[src/rtl/mips_pkg.sv]
// Shared MIPS execute-stage definitions: word width, R-type funct codes and
// the multiply/divide FSM state encoding.
package mips_pkg;

  localparam int unsigned N     = 31;
  localparam int unsigned W     = N + 1;
  localparam int unsigned CNT_W = $clog2(W);

  // ALU R-type functs
  localparam logic [5:0] F_SLL  = 6'h00;
  localparam logic [5:0] F_SRL  = 6'h02;
  localparam logic [5:0] F_SRA  = 6'h03;
  localparam logic [5:0] F_JR   = 6'h08;
  localparam logic [5:0] F_ADD  = 6'h20;
  localparam logic [5:0] F_ADDU = 6'h21;
  localparam logic [5:0] F_SUB  = 6'h22;
  localparam logic [5:0] F_SUBU = 6'h23;
  localparam logic [5:0] F_AND  = 6'h24;
  localparam logic [5:0] F_OR   = 6'h25;
  localparam logic [5:0] F_XOR  = 6'h26;
  localparam logic [5:0] F_NOR  = 6'h27;
  localparam logic [5:0] F_SLT  = 6'h2A;
  localparam logic [5:0] F_SLTU = 6'h2B;

  // Multiply/divide functs
  localparam logic [5:0] F_MFHI  = 6'h10;
  localparam logic [5:0] F_MTHI  = 6'h11;
  localparam logic [5:0] F_MFLO  = 6'h12;
  localparam logic [5:0] F_MTLO  = 6'h13;
  localparam logic [5:0] F_MULT  = 6'h18;
  localparam logic [5:0] F_MULTU = 6'h19;
  localparam logic [5:0] F_DIV   = 6'h1A;
  localparam logic [5:0] F_DIVU  = 6'h1B;

  typedef enum logic [1:0] {
    ST_IDLE = 2'd0,
    ST_CALC = 2'd1,
    ST_FIX  = 2'd2
  } md_state_e;

  function automatic logic is_muldiv(input logic [5:0] f);
    return (f == F_MULT) || (f == F_MULTU) || (f == F_DIV) || (f == F_DIVU);
  endfunction

endpackage

[src/rtl/mul_div_unit_if.sv]
// Issue/result bundle between the EX stage and the multiply/divide unit.
interface mul_div_unit_if;
  import mips_pkg::*;

  logic         start;
  logic         flush;
  logic [5:0]   funct;
  logic [W-1:0] A;
  logic [W-1:0] B;
  logic         busy;
  logic         done;
  logic [W-1:0] result;
  logic [W-1:0] hi;
  logic [W-1:0] lo;

  modport master (
    output start, flush, funct, A, B,
    input  busy, done, result, hi, lo
  );

  modport slave (
    input  start, flush, funct, A, B,
    output busy, done, result, hi, lo
  );

endinterface

[src/rtl/mul_div_unit_sign_fix.sv]
// Final sign correction of the shared accumulator into HI/LO values
// for both the product and the remainder:quotient layouts.
module sign_fix
  import mips_pkg::*;
(
  input  logic           is_div,
  input  logic           neg_res,
  input  logic           neg_rem,
  input  logic           div0,
  input  logic [2*W-1:0] acc,
  output logic [W-1:0]   hi_c,
  output logic [W-1:0]   lo_c
);

  logic [2*W-1:0] prod;
  logic [W-1:0]   quo;
  logic [W-1:0]   rem;

  always_comb begin
    prod = neg_res ? -acc : acc;
    quo  = neg_res ? -acc[W-1:0] : acc[W-1:0];
    rem  = neg_rem ? -acc[2*W-1:W] : acc[2*W-1:W];
    if (is_div) begin
      // Remainder of |A|/0 is |A|, so with the dividend sign HI comes back as A.
      hi_c = rem;
      lo_c = div0 ? '1 : quo;
    end else begin
      hi_c = prod[2*W-1:W];
      lo_c = prod[W-1:0];
    end
  end

endmodule

[src/rtl/mul_div_unit.sv]
// Iterative radix-2 multiply/divide unit with architectural HI/LO registers.
// One shared 2W-bit accumulator holds the product or remainder:quotient.
module mul_div_unit
  import mips_pkg::*;
(
  input  logic         clk,
  input  logic         rst_n,
  mul_div_unit_if.slave bus
);

  md_state_e      state_q, state_d;
  logic [CNT_W-1:0] cnt_q, cnt_d;
  logic [2*W-1:0] acc_q, acc_d;
  logic [W-1:0]   b_q, b_d;
  logic [W-1:0]   hi_q, hi_d;
  logic [W-1:0]   lo_q, lo_d;
  logic           is_div_q, is_div_d;
  logic           neg_res_q, neg_res_d;
  logic           neg_rem_q, neg_rem_d;
  logic           div0_q, div0_d;
  logic           busy_q, busy_d;
  logic           done_q, done_d;

  logic           signed_op;
  logic           a_neg, b_neg;
  logic [W-1:0]   a_mag, b_mag;
  logic [W:0]     mul_sum;
  logic [2*W-1:0] mul_next;
  logic [W:0]     div_cand;
  logic [W+1:0]   div_diff;
  logic           div_take;
  logic [W-1:0]   div_rem;
  logic [2*W-1:0] div_next;
  logic [W-1:0]   fix_hi_c, fix_lo_c;

  // Operand magnitudes and sign flags for a new issue
  always_comb begin
    signed_op = (bus.funct == F_MULT) || (bus.funct == F_DIV);
    a_neg     = signed_op & bus.A[N];
    b_neg     = signed_op & bus.B[N];
    a_mag     = a_neg ? -bus.A : bus.A;
    b_mag     = b_neg ? -bus.B : bus.B;
  end

  // One shift-add multiply step and one restoring divide step
  always_comb begin
    mul_sum  = {1'b0, acc_q[2*W-1:W]} + (acc_q[0] ? {1'b0, b_q} : (W+1)'(0));
    mul_next = {mul_sum, acc_q[W-1:1]};

    div_cand = acc_q[2*W-1:W-1];
    div_diff = {1'b0, div_cand} - {2'b00, b_q};
    div_take = ~div_diff[W+1];
    div_rem  = div_take ? div_diff[W-1:0] : div_cand[W-1:0];
    div_next = {div_rem, acc_q[W-2:0], div_take};
  end

  sign_fix u_sign_fix (
    .is_div  (is_div_q),
    .neg_res (neg_res_q),
    .neg_rem (neg_rem_q),
    .div0    (div0_q),
    .acc     (acc_q),
    .hi_c    (fix_hi_c),
    .lo_c    (fix_lo_c)
  );

  // Next-state and register updates
  always_comb begin
    state_d   = state_q;
    cnt_d     = cnt_q;
    acc_d     = acc_q;
    b_d       = b_q;
    hi_d      = hi_q;
    lo_d      = lo_q;
    is_div_d  = is_div_q;
    neg_res_d = neg_res_q;
    neg_rem_d = neg_rem_q;
    div0_d    = div0_q;
    done_d    = 1'b0;

    unique case (state_q)
      ST_IDLE: begin
        if (bus.start) begin
          if (bus.funct == F_MTHI) begin
            hi_d = bus.A;
          end else if (bus.funct == F_MTLO) begin
            lo_d = bus.A;
          end else if (is_muldiv(bus.funct)) begin
            state_d   = ST_CALC;
            cnt_d     = '0;
            acc_d     = {W'(0), a_mag};
            b_d       = b_mag;
            is_div_d  = bus.funct[1];
            neg_res_d = a_neg ^ b_neg;
            neg_rem_d = a_neg;
            div0_d    = bus.funct[1] & (bus.B == '0);
          end
        end
      end
      ST_CALC: begin
        acc_d = is_div_q ? div_next : mul_next;
        cnt_d = cnt_q + CNT_W'(1);
        if (cnt_q == CNT_W'(N)) begin
          state_d = ST_FIX;
        end
      end
      ST_FIX: begin
        hi_d    = fix_hi_c;
        lo_d    = fix_lo_c;
        done_d  = 1'b1;
        state_d = ST_IDLE;
      end
      default: state_d = ST_IDLE;
    endcase

    // Flush overrides any issue or completion on this edge
    if (bus.flush) begin
      state_d = ST_IDLE;
      cnt_d   = '0;
      hi_d    = hi_q;
      lo_d    = lo_q;
      done_d  = 1'b0;
    end

    busy_d = (state_d != ST_IDLE);
  end

  always_ff @(posedge clk or negedge rst_n) begin
    if (!rst_n) begin
      state_q   <= ST_IDLE;
      cnt_q     <= '0;
      acc_q     <= '0;
      b_q       <= '0;
      hi_q      <= '0;
      lo_q      <= '0;
      is_div_q  <= 1'b0;
      neg_res_q <= 1'b0;
      neg_rem_q <= 1'b0;
      div0_q    <= 1'b0;
      busy_q    <= 1'b0;
      done_q    <= 1'b0;
    end else begin
      state_q   <= state_d;
      cnt_q     <= cnt_d;
      acc_q     <= acc_d;
      b_q       <= b_d;
      hi_q      <= hi_d;
      lo_q      <= lo_d;
      is_div_q  <= is_div_d;
      neg_res_q <= neg_res_d;
      neg_rem_q <= neg_rem_d;
      div0_q    <= div0_d;
      busy_q    <= busy_d;
      done_q    <= done_d;
    end
  end

  assign bus.busy   = busy_q;
  assign bus.done   = done_q;
  assign bus.hi     = hi_q;
  assign bus.lo     = lo_q;
  assign bus.result = (bus.funct == F_MFHI) ? hi_q : lo_q;

endmodule

[src/flat_wrapper.sv]
// flat-port wrapper written by rule: the top's interface ports become plain ports
module mul_div_unit_flat import mips_pkg::*;
  (clk, rst_n, bus_start, bus_flush, bus_funct, bus_A, bus_B, bus_busy, bus_done, bus_result, bus_hi, bus_lo);
  mul_div_unit_if bus_i ();
  input  logic clk;
  input  logic rst_n;
  input wire logic [$bits(bus_i.start)-1:0] bus_start;
  input wire logic [$bits(bus_i.flush)-1:0] bus_flush;
  input wire logic [$bits(bus_i.funct)-1:0] bus_funct;
  input wire logic [$bits(bus_i.A)-1:0] bus_A;
  input wire logic [$bits(bus_i.B)-1:0] bus_B;
  output wire logic [$bits(bus_i.busy)-1:0] bus_busy;
  output wire logic [$bits(bus_i.done)-1:0] bus_done;
  output wire logic [$bits(bus_i.result)-1:0] bus_result;
  output wire logic [$bits(bus_i.hi)-1:0] bus_hi;
  output wire logic [$bits(bus_i.lo)-1:0] bus_lo;
  assign bus_i.start = bus_start;
  assign bus_i.flush = bus_flush;
  assign bus_i.funct = bus_funct;
  assign bus_i.A = bus_A;
  assign bus_i.B = bus_B;
  assign bus_busy = bus_i.busy;
  assign bus_done = bus_i.done;
  assign bus_result = bus_i.result;
  assign bus_hi = bus_i.hi;
  assign bus_lo = bus_i.lo;
  mul_div_unit u_core (.clk(clk), .rst_n(rst_n), .bus(bus_i));
endmodule
[config.mk]
export PLATFORM = sky130hd
export DESIGN_NAME = mul_div_unit_flat
export DESIGN_NICKNAME = d
export VERILOG_FILES = /design/src/rtl/mips_pkg.sv /design/src/rtl/mul_div_unit_if.sv /design/src/rtl/mul_div_unit_sign_fix.sv /design/src/rtl/mul_div_unit.sv /design/src/flat_wrapper.sv
export SDC_FILE = /design/constraint.sdc
export NUM_CORES = 1
export LEC_CHECK = 0
export CORE_MARGIN = 3
export CORE_UTILIZATION = 45
export DETAILED_ROUTE_END_ITERATION = 7
export MAX_ROUTING_LAYER = met4
export PLACE_DENSITY_LB_ADDON = 0.05
export SYNTH_ARGS = -nofsm -noshare
export SYNTH_HDL_FRONTEND = slang
export SYNTH_SLANG_ARGS = --single-unit
[constraint.sdc]
create_clock -name clk -period 4.1 [get_ports clk]
set_input_delay 1.23 -clock clk [delete_from_list [all_inputs] [get_ports clk]]
set_output_delay 1.23 -clock clk [all_outputs]
set_load 0.02 [all_outputs]
==> impl_table.tex <==
\begin{tabular}{lr}
\hline
Metric & Value \\
\hline
\multicolumn{2}{l}{\textbf{Timing}} \\
Worst Max-Slew Pin Slew & 1.04 ns \\
Final critical-path setup slack & 0.0656 ns \\
Setup repair after global routing missed its margin & false \\
Relative slew slack & 30.2\% \\
Setup tns final & 0 ns \\
Post-route fraction of the period consumed by the critical path & 98.4\% \\
Max-slew violation count & 0 \\
Worst hold margin & 0.481 ns \\
Highest Clock Rate & 248 MHz \\
Endpoints failing setup & 0 \\
Hold Fails Final Rpt & 0 \\
Minimum clock period after layout & 4.03 ns \\
Layout Skew & 0.0127 ns \\
\multicolumn{2}{l}{\textbf{Yosys}} \\
Top FF cell, synth & sky130\_fd\_sc\_hd\_\_dfrtp\_1 \\
Mapped cell area & 15100 sq um \\
Synthesis warning total & 0 \\
Cells taking the most area after synthesis & sky130\_fd\_sc\_hd\_\_dfrtp\_1 29\%, sky130\_fd\_sc\_hd\_\_o21ai\_0 7.9\%, sky130\_fd\_sc\_hd\_\_nand2\_1 7.2\% \\
Async S/R FF share, synth & 100\% \\
Synth area leader & sky130\_fd\_sc\_hd\_\_dfrtp\_1 \\
Number of cells produced by synthesis & 1938 \\
Avg Inst Size Synth & 7.81 sq um \\
Share of the synthesized area in the top cell type & 28.6\% \\
Register area share after synthesis & 28.6\% \\
Nets in the synthesized netlist & 2084 \\
Post-synth cell types & 79 \\
Count of flip-flops with a built-in enable after synthesis & 0 \\
Seq cells post-synth & 173 \\
\multicolumn{2}{l}{\textbf{Die}} \\
Die height & 189 um \\
Die X & 189 um \\
Number of ports placed on the die boundary & 172 \\
Initial Utilization & 46.0\% \\
Number of placement rows & 66 \\
Total Die Area & 35900 sq um \\
Standard cell core area & 32900 sq um \\
\multicolumn{2}{l}{\textbf{Run}} \\
Reported max-cap violation count & 0 \\
\multicolumn{2}{l}{\textbf{Pwr}} \\
Static leakage & 7.92 nW \\
Worst VDD drop & 0.401 mV \\
Int Power & 5.36 mW \\
Clock power share & 16.6\% \\
Power share of the combinational group & 57.4\% \\
Relative contribution of sequential cells to total power & 26.0\% \\
Net load switching power & 4.80 mW \\
Pwr per Cell Area & 564 nW/um\^{}2 \\
Switching share of power & 47.2\% \\
\multicolumn{2}{l}{\textbf{Clock network}} \\
Clock tree from TritonCTS & yes \\
Clock latency at the later pin of the worst-skew pair & 0.45 ns \\
Longest Clk Path Bufs & 2 \\
Root buf cell & sky130\_fd\_sc\_hd\_\_clkbuf\_16 \\
Number of sinks on the clock net & 173 \\
CTS buffer count & 17 \\
Worst-path clk slew & 0.07 ns \\
Number of H-tree levels & 4 \\
\multicolumn{2}{l}{\textbf{Finish}} \\
Proportion of layout cells with a drive suffix above 1 & 9.66\% \\
Commonest non-fill, non-tap cell in the layout & sky130\_fd\_sc\_hd\_\_nand2\_1 \\
Diode insertion count for antenna repair & 0 \\
Area Growth Syn to Fin & 19.1\% \\
Most frequent cells in the layout & 288 x sky130\_fd\_sc\_hd\_\_nand2\_1, 239 x sky130\_fd\_sc\_hd\_\_o21ai\_0, 172 x sky130\_fd\_sc\_hd\_\_dfrtp\_1 \\
Final-stage net count & 2225 \\
\multicolumn{2}{l}{\textbf{Detailed routing}} \\
Drt initial violations & 1084 \\
Post-route antenna net violation count & 0 \\
Via count & 14.6k \\
Mean routed wirelength per cell & 19.1 um \\
Number of search-and-repair iterations in the first detailed-routing pass & 5 \\
Post-detailed-route DRC marker count & 0 \\
Post-Route WL & 48.4 mm \\
Via-per-instance ratio & 5.78 \\
\multicolumn{2}{l}{\textbf{Global routing}} \\
Met2 capacity usage during global routing & 42.8\% \\
Met1 track demand over resource in global routing & 37.3\% \\
First-pass GRT wire length & 76.7 mm \\
GRT busiest layer & met2 \\
Total global-route track usage & 27.3\% \\
Maximum number of pins on one net before global-route repair & 65 \\
Antenna violations before repair & 0 \\
Met3 Resource Use GR & 3.94\% \\
Vias in the first global route & 13.8k \\
GR Overflow Total & 0 \\
\multicolumn{2}{l}{\textbf{Placed design}} \\
I/O Buffers & 171 \\
Worst-case setup slack after placement & -0.438 ns \\
Detailed Place HPWL & 37.2 mm \\
Gp weighted congestion & 0.956 \\
\multicolumn{2}{l}{\textbf{Worst setup path}} \\
Highest cell delay on the worst timing path & 0.46 ns \\
Type of the worst setup path & in2out \\
Slowest stage cell on the critical path & sky130\_fd\_sc\_hd\_\_clkdlybuf4s50\_1 \\
WP data required & 2.87 ns \\
Worst-path maximum fanout & 18 \\
Critical path cell sequence & clkdlybuf4s50\_1, nor3b\_4, nor2b\_4, nand2\_4, buf\_12, mux2\_2, buf\_2 \\
Endpoint kind of the worst setup timing path & output port \\
Critical Path Start Type & input port \\
Worst path arrival time & 2.80 ns \\
\multicolumn{2}{l}{\textbf{Min path}} \\
Class of the worst hold path & reg2reg \\
\multicolumn{2}{l}{\textbf{Outcome}} \\
Outcome & completed \\
\hline
\end{tabular}
==> worst max-delay path, delay by kind of cell <==
family	cells	cell delay, ns
buffers and inverters	3	0.79
multiplexers	1	0.28
AND/OR/NAND/NOR	3	0.48
==> cells in the mapped netlist (9+ instances only) <==
| library cell | number |
|---|---|
| sky130_fd_sc_hd__a21o_1 | 32 |
| sky130_fd_sc_hd__a21oi_1 | 121 |
| sky130_fd_sc_hd__a22o_1 | 10 |
| sky130_fd_sc_hd__a22oi_1 | 17 |
| sky130_fd_sc_hd__a31oi_1 | 15 |
| sky130_fd_sc_hd__and2_1 | 9 |
| sky130_fd_sc_hd__clkbuf_1 | 102 |
| sky130_fd_sc_hd__dfrtp_1 | 173 |
| sky130_fd_sc_hd__ha_1 | 70 |
| sky130_fd_sc_hd__inv_1 | 66 |
| sky130_fd_sc_hd__mux2_2 | 34 |
| sky130_fd_sc_hd__mux2i_1 | 70 |
| sky130_fd_sc_hd__nand2_1 | 290 |
| sky130_fd_sc_hd__nand2b_1 | 20 |
| sky130_fd_sc_hd__nand3_1 | 26 |
| sky130_fd_sc_hd__nand4_1 | 16 |
| sky130_fd_sc_hd__nor2_1 | 142 |
| sky130_fd_sc_hd__nor2b_1 | 13 |
| sky130_fd_sc_hd__nor3_1 | 33 |
| sky130_fd_sc_hd__nor4_1 | 14 |
| sky130_fd_sc_hd__o211ai_1 | 10 |
| sky130_fd_sc_hd__o21a_1 | 12 |
| sky130_fd_sc_hd__o21ai_0 | 239 |
| sky130_fd_sc_hd__o22ai_1 | 31 |
| sky130_fd_sc_hd__o31ai_1 | 33 |
| sky130_fd_sc_hd__o41ai_1 | 11 |
| sky130_fd_sc_hd__or3_1 | 23 |
| sky130_fd_sc_hd__xnor2_1 | 100 |
| sky130_fd_sc_hd__xor2_1 | 67 |
==> registers in the layout (all words and copies together), names as in the netlist <==
signal and flops:
u_core.state_q 2, u_core.bus.hi 32, u_core.bus.busy 1, u_core.neg_rem_q 1
u_core.neg_res_q 1, u_core.is_div_q 1, u_core.b_q 32, u_core.bus.done 1
u_core.cnt_q 5, u_core.bus.lo 32, u_core.div0_q 1, u_core.acc_q 64
==> metal layers <==
layer | routed length, um | vias up | part of all wire, %
li1 | - | 7204 | -
met5 | 0 | - | 0
met4 | 1020 | 0 | 2.1
met3 | 2840 | 48 | 5.9
met2 | 21600 | 500 | 45
met1 | 22900 | 6895 | 47
==> final timing paths <==
kind,slack [ns],cells past startpoint,to,from
min in group asynchronous,0.75,1,u_core.bus.lo[3],rst_n
max,0.07,7,bus_result[6],bus_funct[4]
min reg2reg,0.48,2,u_core.b_q[13],u_core.b_q[13]
min,0.48,2,u_core.b_q[13],u_core.b_q[13]
max reg2reg,0.23,14,u_core.acc_q[62],u_core.acc_q[31]
max in group asynchronous,2.55,2,u_core.bus.hi[25],rst_n
==> final cells by class <==
class / instances / area (sq um)
Clock buffer: 19 / 433
Tap cell: 442 / 553
Clock inverter: 13 / 156
Fill cell: 3223 / 14800
Inverter: 67 / 251
Timing Repair Buffer: 244 / 2230
Sequential cell: 173 / 4330
Multi-Input combinational cell: 1576 / 10100
==> power groups by stage <==
stage                     clock, mW  sequential, mW  combinational [mW]
after floorplan                   0            2.45                4.07
after global placement            0            2.64                5.70
after detailed placement          0            2.65                5.75
after CTS                      1.71            2.62                5.76
after global routing           1.79            2.69                6.42
final                          1.69            2.64                5.83
==> stage by stage <==
step / total power [mW] / area [sq um] / std cells / utilization, %
CTS: 10.1 / 18000 / 2534 / 54.9
global route: 10.9 / 18000 / 2534 / 54.8
finish: 10.2 / 18000 / 2534 / 54.8
global placement: 8.33 / 17500 / 2500 / 53.3
floorplan: 6.52 / 15100 / 1938 / -
detailed placement: 8.40 / 17500 / 2500 / 53.3
==> timing repair <==
action / in CTS / in global routing
hold buffers: 0 / 0
pin swaps: 1 / 0
hold endpoints to repair: 0 / 0
setup buffers: 1 / 0
gates cloned: 1 / 0
endpoints found under the setup margin: 32 / 3
resized for setup: 128 / 9
==> logic make-up after synthesis <==
group,after synthesis,share of synthesized area [%]
fa+ha+maj,72,6.05
mux,104,7.16
buf+inv,189,5.34
simple gates,634,19.1
xor+xnor,167,9.66
flops,173,28.6
compound gates,599,24.0
(Power assumes the default switching activity.)
